===== src/rtl/ldxa_scan_ctrl_if.sv =====
// Host-side bundle for the ldxa sweep controller:
// scan request/abort in, status and signature out.
interface ldxa_scan_ctrl_if;
  logic       start;
  logic       abort;
  logic [7:0] expected;
  logic       busy;
  logic       done;
  logic [7:0] result;
  logic [7:0] mismatch;
  logic       pass;

  modport master (
    output start, abort, expected,
    input  busy, done, result, mismatch, pass
  );

  modport slave (
    input  start, abort, expected,
    output busy, done, result, mismatch, pass
  );
endinterface


===== src/rtl/ldxa_scan_ctrl.sv =====
// Sweeps all eight {D,X,A} vectors into one ldxa
// instance and builds its 8-bit truth-table signature.
module ldxa_scan_ctrl #(
  parameter int SETTLE_CYCLES = 2
) (
  input  logic            clk,
  input  logic            rst_n,
  ldxa_scan_ctrl_if.slave host,
  input  logic            l_in,
  output logic            d_out,
  output logic            x_out,
  output logic            a_out
);

  localparam int SW = $clog2(SETTLE_CYCLES + 1);
  localparam logic [SW-1:0] SLAST = SW'(SETTLE_CYCLES - 1);

  typedef enum logic [1:0] {
    IDLE,
    APPLY,
    SAMPLE,
    DONE
  } state_t;

  state_t        state;
  logic [2:0]    vec;
  logic [SW-1:0] settle;
  logic [7:0]    exp_q;
  logic [2:0]    dxa;
  logic          busy;
  logic          done;
  logic [7:0]    result;
  logic [7:0]    mismatch;
  logic          pass;
  logic [7:0]    res_cap;

  // Signature as it stands once this cycle's sample lands.
  always_comb begin
    res_cap      = result;
    res_cap[vec] = l_in;
  end

  always_ff @(posedge clk or negedge rst_n) begin
    if (!rst_n) begin
      state    <= IDLE;
      vec      <= '0;
      settle   <= '0;
      exp_q    <= '0;
      dxa      <= '0;
      busy     <= 1'b0;
      done     <= 1'b0;
      result   <= '0;
      mismatch <= '0;
      pass     <= 1'b0;
    end else begin
      unique case (state)
        IDLE: begin
          if (host.start) begin
            exp_q    <= host.expected;
            result   <= '0;
            mismatch <= '0;
            pass     <= 1'b0;
            vec      <= '0;
            settle   <= '0;
            dxa      <= '0;
            busy     <= 1'b1;
            state    <= APPLY;
          end
        end
        APPLY: begin
          if (host.abort) begin
            state  <= IDLE;
            busy   <= 1'b0;
            dxa    <= '0;
            vec    <= '0;
            settle <= '0;
          end else if (settle == SLAST) begin
            state <= SAMPLE;
          end else begin
            settle <= settle + SW'(1);
          end
        end
        SAMPLE: begin
          if (host.abort) begin
            state  <= IDLE;
            busy   <= 1'b0;
            dxa    <= '0;
            vec    <= '0;
            settle <= '0;
          end else begin
            result <= res_cap;
            if (vec == 3'd7) begin
              state    <= DONE;
              busy     <= 1'b0;
              done     <= 1'b1;
              dxa      <= '0;
              mismatch <= res_cap ^ exp_q;
              pass     <= (res_cap == exp_q);
            end else begin
              vec    <= vec + 3'd1;
              dxa    <= vec + 3'd1;
              settle <= '0;
              state  <= APPLY;
            end
          end
        end
        DONE: begin
          done  <= 1'b0;
          vec   <= '0;
          state <= IDLE;
        end
        default: state <= IDLE;
      endcase
    end
  end

  assign {d_out, x_out, a_out} = dxa;
  assign host.busy     = busy;
  assign host.done     = done;
  assign host.result   = result;
  assign host.mismatch = mismatch;
  assign host.pass     = pass;

endmodule


===== src/flat_wrapper.sv =====
// flat-port wrapper written by rule: the top's interface ports become plain ports
module ldxa_scan_ctrl_flat 
#(
  parameter int SETTLE_CYCLES = 2
)
  (clk, rst_n, l_in, d_out, x_out, a_out, host_start, host_abort, host_expected, host_busy, host_done, host_result, host_mismatch, host_pass);
  ldxa_scan_ctrl_if host_i ();
  input  logic clk;
  input  logic rst_n;
  input  logic l_in;
  output logic d_out;
  output logic x_out;
  output logic a_out;
  input wire logic [$bits(host_i.start)-1:0] host_start;
  input wire logic [$bits(host_i.abort)-1:0] host_abort;
  input wire logic [$bits(host_i.expected)-1:0] host_expected;
  output wire logic [$bits(host_i.busy)-1:0] host_busy;
  output wire logic [$bits(host_i.done)-1:0] host_done;
  output wire logic [$bits(host_i.result)-1:0] host_result;
  output wire logic [$bits(host_i.mismatch)-1:0] host_mismatch;
  output wire logic [$bits(host_i.pass)-1:0] host_pass;
  assign host_i.start = host_start;
  assign host_i.abort = host_abort;
  assign host_i.expected = host_expected;
  assign host_busy = host_i.busy;
  assign host_done = host_i.done;
  assign host_result = host_i.result;
  assign host_mismatch = host_i.mismatch;
  assign host_pass = host_i.pass;
  ldxa_scan_ctrl #(.SETTLE_CYCLES(SETTLE_CYCLES)) u_core (.clk(clk), .rst_n(rst_n), .host(host_i), .l_in(l_in), .d_out(d_out), .x_out(x_out), .a_out(a_out));
endmodule

===== config.mk =====
export PLATFORM = sky130hd
export DESIGN_NAME = ldxa_scan_ctrl_flat
export DESIGN_NICKNAME = d
export VERILOG_FILES = /design/src/rtl/ldxa_scan_ctrl_if.sv /design/src/rtl/ldxa_scan_ctrl.sv /design/src/flat_wrapper.sv
export SDC_FILE = /design/constraint.sdc
export NUM_CORES = 1
export LEC_CHECK = 0
export BUFFER_PORTS_ARGS = -buffer_cell sky130_fd_sc_hd__buf_2
export CAP_MARGIN = 40
export CORE_MARGIN = 2
export CORE_UTILIZATION = 45
export CTS_CLUSTER_DIAMETER = 150
export DETAILED_ROUTE_END_ITERATION = 10
export GPL_ROUTABILITY_DRIVEN = 0
export PLACE_DENSITY = 0.63
export REMOVE_ABC_BUFFERS = 1
export SLEW_MARGIN = 20
export SYNTH_ARGS = -nofsm -noshare
export SYNTH_HDL_FRONTEND = slang
export SYNTH_SLANG_ARGS = --single-unit

===== constraint.sdc =====
create_clock -name clk -period 3.4 [get_ports clk]
set_clock_uncertainty 0.15 [all_clocks]
set_input_delay 0.17 -clock clk [delete_from_list [all_inputs] [get_ports clk]]
set_output_delay 0.17 -clock clk [all_outputs]
set_load 0.03 [all_outputs]

==> results by group, run 1 <==
Status
  • Status: complete, no violations

Flow run
  • Max-Cap Viols: 0

Worst setup path
  • Flop2flop setup slack: 1.10 ns
  • Critical Path Max Stage Delay: 0.47 ns
  • Worst r2r path cells: 7
  • WP data required: 3.45 ns
  • Worst R2R Start: u_core.state[0]
  • Critical path arrival: 2.36 ns
  • Cell Chain, Critical Path: inv_1, ha_1, nor2b_1, nand2_1, nor2_1, nand2_1, o31ai_2
  • Bufs and invs on worst path: 1
  • Critical path peak fanout: 8
  • Reg-to-reg critical path endpoint: u_core.host.pass
  • Worst setup EP type: flip-flop
  • CP top delay family: simple AND/OR/NAND/NOR gates
  • CP most frequent cell: nand2_1
  • Startpoint types: flip-flop
  • Slowest CP cell: nor2_1
  • CP Class: reg -> reg
  • CP startpoint: u_core.state[0]

Final layout
  • Area Overhead vs Synth: 20.4%
  • Layout cells sized above 1: 23.9%
  • Final nets: 252
  • # diodes: 0

Floorplan
  • Starting Density: a little under half
  • IO Count: 35
  • Die area: about 4800 um^2
  • Die X-Extent: 69.5 um
  • DIE HEIGHT: a little under 70 um
  • Core Box Area: between 4000 and 5000 um^2
  • Rows: 23

STA
  • Worst-margin pin slew: 0.753 ns
  • Final number of setup-violating endpoints: 0
  • Setup ws final: 1.10 ns
  • Setup TNS: 0 ns
  • Relative slew slack: 49.7%
  • Final Slew Violations: 0
  • Worst hold margin: 0.127 ns
  • Final min period: around 2.3 ns
  • RSZ-0062 raised after global routing: false
  • Fin. Hold Viols: 0
  • Fmax: 434 MHz
  • Period utilization: 67.7%

Detailed routing
  • Final WL: 4.29 mm
  • DRC: 0
  • Via density per instance: 5.44
  • Drt initial violations: 92
  • DR vias: ~1,500
  • ANT nets after route: 0
  • Drt pass-1 iters: 4
  • Avg WL per Cell: 15.3 um

Synthesis
  • Seq/Total Area, Yosys: 47.9%
  • Yosys Warn Count: 0
  • Number of enable flip-flop cells after synthesis: 0
  • Async SR Flop Fraction: 100%
  • Ys flop type: dfrtp_1
  • Post-synthesis register bit count: 37
  • Avg Cell Area, Syn: 10.4 um^2
  • Cells after Synth: 185
  • Distinct cells, synth: 36
  • Post-Syn Area: 1930 um^2

GRT
  • Maximum number of pins on one net before global-route repair: 38
  • Initial antenna violation count: 0
  • All-Layer GR Usage: 19.8%
  • Grt ovf: 0
  • First-pass GRT wire length: 7.49 mm
  • Vias in the first global route: 1,543

Placement
  • IO buf count: 34
  • Final HPWL DP: 3.18 mm
  • Pre-CTS WS: 1.10 ns

Clock network
  • Clk sinks: 37
  • CTS tree: built
  • Clock buffer count from CTS: 5
  • Root buffer cell: clkbuf_8
  • CTS H-tree lvls: 2
  • CTS Buffer Depth: 2
  • Clock transition at path regs: 0.07 ns
  • Worst skew pair latency: 0.29 ns

Pwr
  • Leak Pwr: 0.00116 uW
  • Power Density: a little under 600 nW/um^2
  • Peak VDD IR: 367 uV

Min path
  • Hold/Removal Path Class: in -> async
-- cells in the mapped netlist (3+ instances only) --
cell | n | area (um^2)
o21ai_0 | 15 | 75.1
ha_1 | 9 | 113
nand2_1 | 20 | 75.1
mux2_2 | 10 | 113
a21oi_1 | 10 | 50.1
dfrtp_1 | 37 | 926
nor3_1 | 3 | 15.0
nand2b_1 | 4 | 25.0
nor3b_1 | 3 | 22.5
mux2i_1 | 8 | 80.1
xnor2_1 | 7 | 61.3
nor2_1 | 13 | 48.8
a22o_1 | 8 | 70.1
inv_1 | 7 | 26.3
nor2b_1 | 3 | 18.8
nand3_1 | 3 | 15.0
-- placed cells by master (no fill, tap or decap), types with 9 or more instances in the layout --
master,count
a21oi_1,10
buf_2,34
dfrtp_1,37
dlygate4sd3_1,9
ha_1,9
mux2_2,10
nand2_1,20
nor2_1,13
o21ai_0,15
-- how the worst max path moves through the flow --
stage	to	depth (start not counted)
2_1_floorplan	u_core.settle[0]	5
3_3_place_gp	u_core.host.pass	5
3_5_place_dp	u_core.host.pass	7
4_1_cts	u_core.host.pass	7
5_1_grt	u_core.host.pass	7
6_report	u_core.host.pass	7
-- metrics by stage --
stage | cell area, um^2 | cells | util, % | total power [uW]
6_report | 2330 | 280 | 57.4 | 1360
5_1_grt | 2330 | 280 | 57.4 | 1460
4_1_cts | 2310 | 279 | 56.9 | 1360
3_5_place_dp | 2130 | 263 | 52.4 | 1040
3_3_place_gp | 2130 | 263 | 52.4 | 1010
2_1_floorplan | 1890 | 179 | - | 909
-- worst register-to-register path: cells and delay by family (launching register included) --
kind / cells / cell delay, ns
buffers and inverters: 1 / 0.14
AOI/OAI and AO/OA: 1 / 0.22
DFF: 1 / 0.41
and+or+nand+nor: 4 / 1.05
adders and majority gates: 1 / 0.24
-- layer usage --
metal,global-route usage [%],part of all wire [%]
met5,0,0
met4,6.32,1.5
met3,5.23,3.9
met2,30.6,47
met1,27.1,48
-- where the power goes --
group,internal (uW),switching (uW),total (uW)
combinational,185,274,458
clock,160,157,317
sequential,522,59.9,582
total,867,490,1360
-- registers in the layout, indices dropped and copies added, names as in the netlist --
register and count:
u_core.exp_q 8, u_core.vec 3, u_core.host.busy 1, u_core.state 2, u_core.host.mismatch 8, u_core.host.result 8
u_core.host.done 1, u_core.host.pass 1, u_core.settle 2, u_core.dxa 3
-- cells by family (layout without fill, tap and decap cells) --
group           after synthesis  after routing  share of synthesized area (%)
fa+ha+maj                     9              9                           5.83
compound gates               41             41                           13.4
mux                          19             19                           10.7
xor+xnor                      8              8                           3.62
flops                        37             37                           47.9
buf+inv                      14             59                           3.56
simple gates                 57             57                           15.0
-- area by class of cell --
type	count	area [um^2]
Inverter	8	30.0
Fill cell	357	1730
Sequential cell	37	926
Clock inverter	1	7.51
Multi-Input combinational cell	134	938
Tap cell	50	62.6
Clock buffer	6	82.6
Timing Repair Buffer	44	280
-- what timing repair did --
action	in CTS	in global routing
buffers inserted	0	0
gates resized for setup	0	0
endpoints found under the hold margin	45	0
hold buffers	9	0
Note: power is estimated with default switching activity, not from simulation.
==> run 2: changes to the inputs <==
--- a/config.mk
+++ b/config.mk
@@ -12,7 +12,7 @@
 export CTS_CLUSTER_DIAMETER = 150
 export DETAILED_ROUTE_END_ITERATION = 10
 export GPL_ROUTABILITY_DRIVEN = 0
-export PLACE_DENSITY = 0.63
+export PLACE_DENSITY = 0.65
 export REMOVE_ABC_BUFFERS = 1
 export SLEW_MARGIN = 20
 export SYNTH_ARGS = -nofsm -noshare
==> constraint.sdc (replaced) <==
create_clock -name clk -period 2 [get_ports clk]
set_clock_uncertainty 0.15 [all_clocks]
set_input_delay 0.1 -clock clk [delete_from_list [all_inputs] [get_ports clk]]
set_output_delay 0.1 -clock clk [all_outputs]
set_load 0.03 [all_outputs]
==> run 2 against run 1 <==
The run now ends with setup timing left; critical path type unchanged; utilization grew 7.4 points; clock power grew 61%; fmax grew 11%.
==> results by group, run 2 (same netlist as run 1, synthesis figures left out) <==
Clock network
  • Clk sinks: 37
  • Root buffer cell: clkbuf_8
  • Clock transition at path regs: about 0.07 ns
  • Clock buffer count from CTS: 5
  • CTS Buffer Depth: 2
  • CTS H-tree lvls: 2
  • CTS tree: built
  • Worst skew pair latency: 0.29 ns

Min path
  • Worst Hold Launch: host_abort
  • Hold/Removal Path Class: in -> reg

Worst setup path
  • Critical path peak fanout: 5
  • Cell Chain, Critical Path: buf_4, nor3b_4, mux2i_2, xnor2_1, or3_1, o31ai_2
  • Slowest CP cell: dfrtp_2
  • Critical Path Max Stage Delay: 0.44 ns
  • CP Class: reg -> reg
  • Worst setup EP type: flip-flop
  • Startpoint types: flip-flop
  • Worst R2R Start: u_core.vec[0]
  • CP startpoint: u_core.vec[0]
  • Critical path arrival: 2.13 ns
  • WP data required: 2.05 ns

STA
  • Fmax: 481 MHz
  • Setup ws final: -0.0801 ns
  • RSZ-0062 raised after global routing: true
  • Period utilization: 104%
  • Relative slew slack: 70.7%
  • Final Slew Violations: 0
  • Final number of setup-violating endpoints: 2
  • Fin. Hold Viols: 0
  • Setup TNS: -0.103 ns
  • Final min period: 2.08 ns
  • Worst-margin pin slew: 0.439 ns

Final layout
  • Area occupied by multi-input gates: 1030 um^2
  • FILL cells: 319
  • # diodes: 0
  • Layout cells sized above 1: 38.5%
  • Area occupied by registers: around 930 um^2
  • Largest regs: u_core.exp_q (8), u_core.host.mismatch (8), u_core.host.result (8)
  • Most frequent cells in the layout: 34 x buf_2, 34 x dfrtp_1, 23 x buf_4
  • Final nets: between 200 and 300
  • Finished Cell Area: 2630 um^2
  • Area Overhead vs Synth: 35.9%

Floorplan
  • Die X-Extent: 69.5 um
  • Starting Density: a little under half
  • Core Box Area: 4060 um^2
  • DIE HEIGHT: about 70 um
  • Die area: 4840 um^2
  • IO Count: 35
  • Rows: 23

Placement
  • Placed Area: between 2000 and 2500 um^2
  • IO buf count: 34
  • Final HPWL DP: 3.14 mm

Detailed routing
  • Final WL: ~4.5 mm
  • DR vias: 1,609
  • Avg WL per Cell: 14.7 um
  • Drt initial violations: 127
  • ANT nets after route: 0
  • Via density per instance: 5.24
  • Drt pass-1 iters: 4
  • DRC: 0

Status
  • Status: finished, violations left
  • Failing checks: setup timing

GRT
  • Vias in the first global route: around 1,600
  • All-Layer GR Usage: 19.5%
  • Maximum number of pins on one net before global-route repair: 24
  • Grt ovf: 0
  • Initial antenna violation count: 0
  • First-pass GRT wire length: about 7.4 mm

Pwr
  • Overall power: 2480 uW
  • Leak Pwr: 0.00131 uW
  • Power Density: 944 nW/um^2
  • Peak VDD IR: between 600 and 700 uV

Flow run
  • Max-Cap Viols: 0
run 2: routing by layer:
| layer | GRT usage (%) | vias to the layer above | share of wire [%] |
|---|---|---|---|
| met5 | 0 | - | 0 |
| met3 | 4.36 | 9 | 4.2 |
| li1 | - | 791 | - |
| met4 | 7.84 | 0 | 1.9 |
| met2 | 31.8 | 39 | 48 |
| met1 | 25.2 | 770 | 46 |
run 2: critical path: cells and delay by family (launching register included):
kind	cells	cell delay [ns]
compound gates	1	0.23
xor+xnor	1	0.11
buf+inv	1	0.16
flops	1	0.44
mux	1	0.31
simple gates	2	0.58
run 2: final cells by class:
| type | instances | share of cell area, % |
|---|---|---|
| Clock inverter | 2 | 0.381 |
| Clock buffer | 6 | 2.76 |
| Sequential cell | 37 | 35.4 |
| Tap cell | 50 | 2.38 |
| Timing Repair Buffer | 70 | 18.8 |
| Multi-Input combinational cell | 134 | 39.1 |
| Inverter | 8 | 1.14 |
run 2: timing repair:
action / CTS / global route
hold buffers: 9 / 0
resized for setup: 13 / 13
pin swaps: 0 / 0
endpoints found under the hold margin: 45 / 0
buffers inserted: 0 / 3
endpoints found under the setup margin: 10 / 14
run 2: worst paths after layout:
check / to / slack [ns] / cells after the start
worst min register to register: u_core.host.mismatch[0] / 0.34 / 2
worst max register to register: u_core.host.pass / -0.08 / 6
worst min-delay path: u_core.host.result[6] / 0.1 / 3
min in group asynchronous: u_core.dxa[2] / 0.11 / 2
worst max-delay path: u_core.host.pass / -0.08 / 6
max in group asynchronous: u_core.vec[0] / 1.14 / 3
run 2: per-stage QoR:
stage,cells,util (%),hold slack [ns],setup slack [ns]
after global routing,307,64.8,0.111,-0.136
after detailed placement,287,57.4,-0.106,-0.130
after CTS,304,63.0,0.0918,-0.0248
final,307,64.8,0.0985,-0.0801
after global placement,286,56.7,0.0980,-0.107
after floorplan,179,-,-0.346,-0.0458
run 2: power by group:
group	internal [uW]	switching [uW]	total [uW]
registers	887	91.1	978
clock network	242	268	510
logic	479	515	993
total	1610	874	2480
==> run 3: changes to the inputs <==
--- a/config.mk
+++ b/config.mk
@@ -12,7 +12,7 @@
 export CTS_CLUSTER_DIAMETER = 150
 export DETAILED_ROUTE_END_ITERATION = 10
 export GPL_ROUTABILITY_DRIVEN = 0
-export PLACE_DENSITY = 0.65
+export PLACE_DENSITY = 0.72
 export REMOVE_ABC_BUFFERS = 1
 export SLEW_MARGIN = 20
 export SYNTH_ARGS = -nofsm -noshare
==> run 3 against run 2 <==
The run still ends with setup timing left; utilization rose by 0.46 points; routed wire length rose by 0.38%; sequential power rose by 2%; register-to-register slack barely moved; via count rose by 1.5%; total power rose by 7.2%; hold slack got worse by 0.091 ns; sequential share of layout area fell by 0.20 points; critical endpoint unchanged; largest cell class unchanged; largest power group unchanged.
==> results by group, run 3 (same netlist as run 1, synthesis figures left out) <==
Detailed routing
  • DRC: 0
  • Drt initial violations: slightly below 100
  • ANT nets after route: 0
  • Avg WL per Cell: around 15 um
  • Final WL: 4.54 mm
  • Drt pass-1 iters: 6
  • Via density per instance: 5.30
  • DR vias: roughly 1,600

Final layout
  • Most frequent cells in the layout: 34 x buf_2, 33 x dfrtp_1, 25 x buf_4
  • Largest regs: u_core.exp_q (8), u_core.host.mismatch (8), u_core.host.result (8)
  • Area Overhead vs Synth: 36.9%
  • Commonest non-fill, non-tap cell in the layout: buf_2
  • Finished Cell Area: about 2600 um^2
  • Final core utilization: around two thirds
  • # diodes: 0
  • Layout cells sized above 1: 38.8%
  • Final nets: 280

GRT
  • Maximum number of pins on one net before global-route repair: 38
  • Vias in the first global route: between 1,500 and 2,000
  • Initial antenna violation count: 0
  • Grt ovf: 0
  • First-pass GRT wire length: about 7.6 mm
  • All-Layer GR Usage: between 10% and 20%

Worst setup path
  • WP data required: 2.05 ns
  • Startpoint types: flip-flop
  • Worst setup EP type: flip-flop
  • CP Class: reg -> reg
  • Critical path arrival: 2.13 ns
  • Critical path peak fanout: 6

Clock network
  • CTS Buffer Depth: 2
  • Worst skew pair latency: ~0.28 ns
  • Clock buffer count from CTS: 5
  • Clock transition at path regs: 0.07 ns
  • Clk sinks: 37
  • Root buffer cell: clkbuf_8
  • CTS tree: built
  • CTS H-tree lvls: 2

Status
  • Failing checks: setup timing
  • Status: finished, violations left

Floorplan
  • DIE HEIGHT: around 70 um
  • Die area: roughly 4800 um^2
  • Rows: 23
  • Die X-Extent: between 60 and 70 um
  • IO Count: 35
  • Core Box Area: 4060 um^2
  • Starting Density: 47.6%

STA
  • Worst-margin pin slew: between 0.4 and 0.5 ns
  • Relative slew slack: 72.8%
  • Setup TNS: -0.0754 ns
  • RSZ-0062 raised after global routing: true
  • Final Slew Violations: 0
  • Fmax: around 480 MHz
  • Final number of setup-violating endpoints: 1
  • Worst hold margin: 0.00737 ns
  • Fin. Hold Viols: 0
  • Final min period: 2.08 ns
  • Setup ws final: -0.0754 ns
  • Period utilization: 104%

Flow run
  • Max-Cap Viols: 0

Pwr
  • Leak Pwr: about 0.0013 uW
  • Power Density: 1010 nW/um^2
  • Peak VDD IR: 577 uV

Placement
  • Pre-CTS WS: -0.110 ns
  • IO buf count: 34
  • Placed Area: 2300 um^2
  • Final HPWL DP: between 3 and 4 mm

Min path
  • Hold/Removal Path Class: in -> async
-- run 3: final cells by class --
class / instances / area (um^2)
Tap cell: 50 / 62.6
Timing Repair Buffer: 72 / 502
Fill cell: 320 / 1410
Multi-Input combinational cell: 134 / 1020
Clock inverter: 2 / 35.0
Sequential cell: 37 / 931
Inverter: 8 / 30.0
Clock buffer: 5 / 68.8
-- run 3: final timing paths --
kind / startpoint / end / slack (ns) / cells after the start
max: u_core.vec[1] / u_core.host.pass / -0.08 / 6
min: rst_n / u_core.state[1] / 0.007 / 2
max reg2reg: u_core.vec[1] / u_core.host.pass / -0.08 / 6
min reg2reg: u_core.host.mismatch[0] / u_core.host.mismatch[0] / 0.35 / 2
max in group asynchronous: rst_n / u_core.vec[0] / 1.29 / 3
min in group clk: host_abort / u_core.host.result[7] / 0.11 / 3
-- run 3: metal layers --
layer | up-vias | part of all wire (%) | GRT usage (%)
li1 | 795 | - | -
met3 | 10 | 5.8 | 4.22
met5 | - | 0 | 0
met1 | 773 | 47 | 27.6
met2 | 55 | 46 | 30.6
met4 | 0 | 1.7 | 7.84
-- run 3: stage by stage --
step | total power (uW) | std cells
floorplan | 1550 | 179
global placement | 1930 | 286
detailed placement | 1960 | 286
CTS | 2640 | 307
global route | 2840 | 308
finish | 2660 | 308
-- run 3: power breakdown --
part / leakage, uW / switching (uW) / internal (uW)
Combinational: 0.000794 / 542 / 509
Sequential: 0.000484 / 104 / 889
Clock: 0.0000540 / 254 / 362
Total: 0.00133 / 900 / 1760
-- run 3: what timing repair did --
item / in CTS / in global routing
hold buffers: 9 / 0
pin swaps: 3 / 2
resized for setup: 11 / 11
buffers inserted: 5 / 0
setup endpoints to repair: 2 / 10
endpoints found under the hold margin: 45 / 0
-- run 3: worst max-delay path, stage by stage (launching register included) --
cell and delay (ns):
dfrtp_2 0.46, buf_6 0.15, nor3b_4 0.24, mux2i_4 0.32, xnor2_2 0.11, or3_1 0.33
o31ai_2 0.24
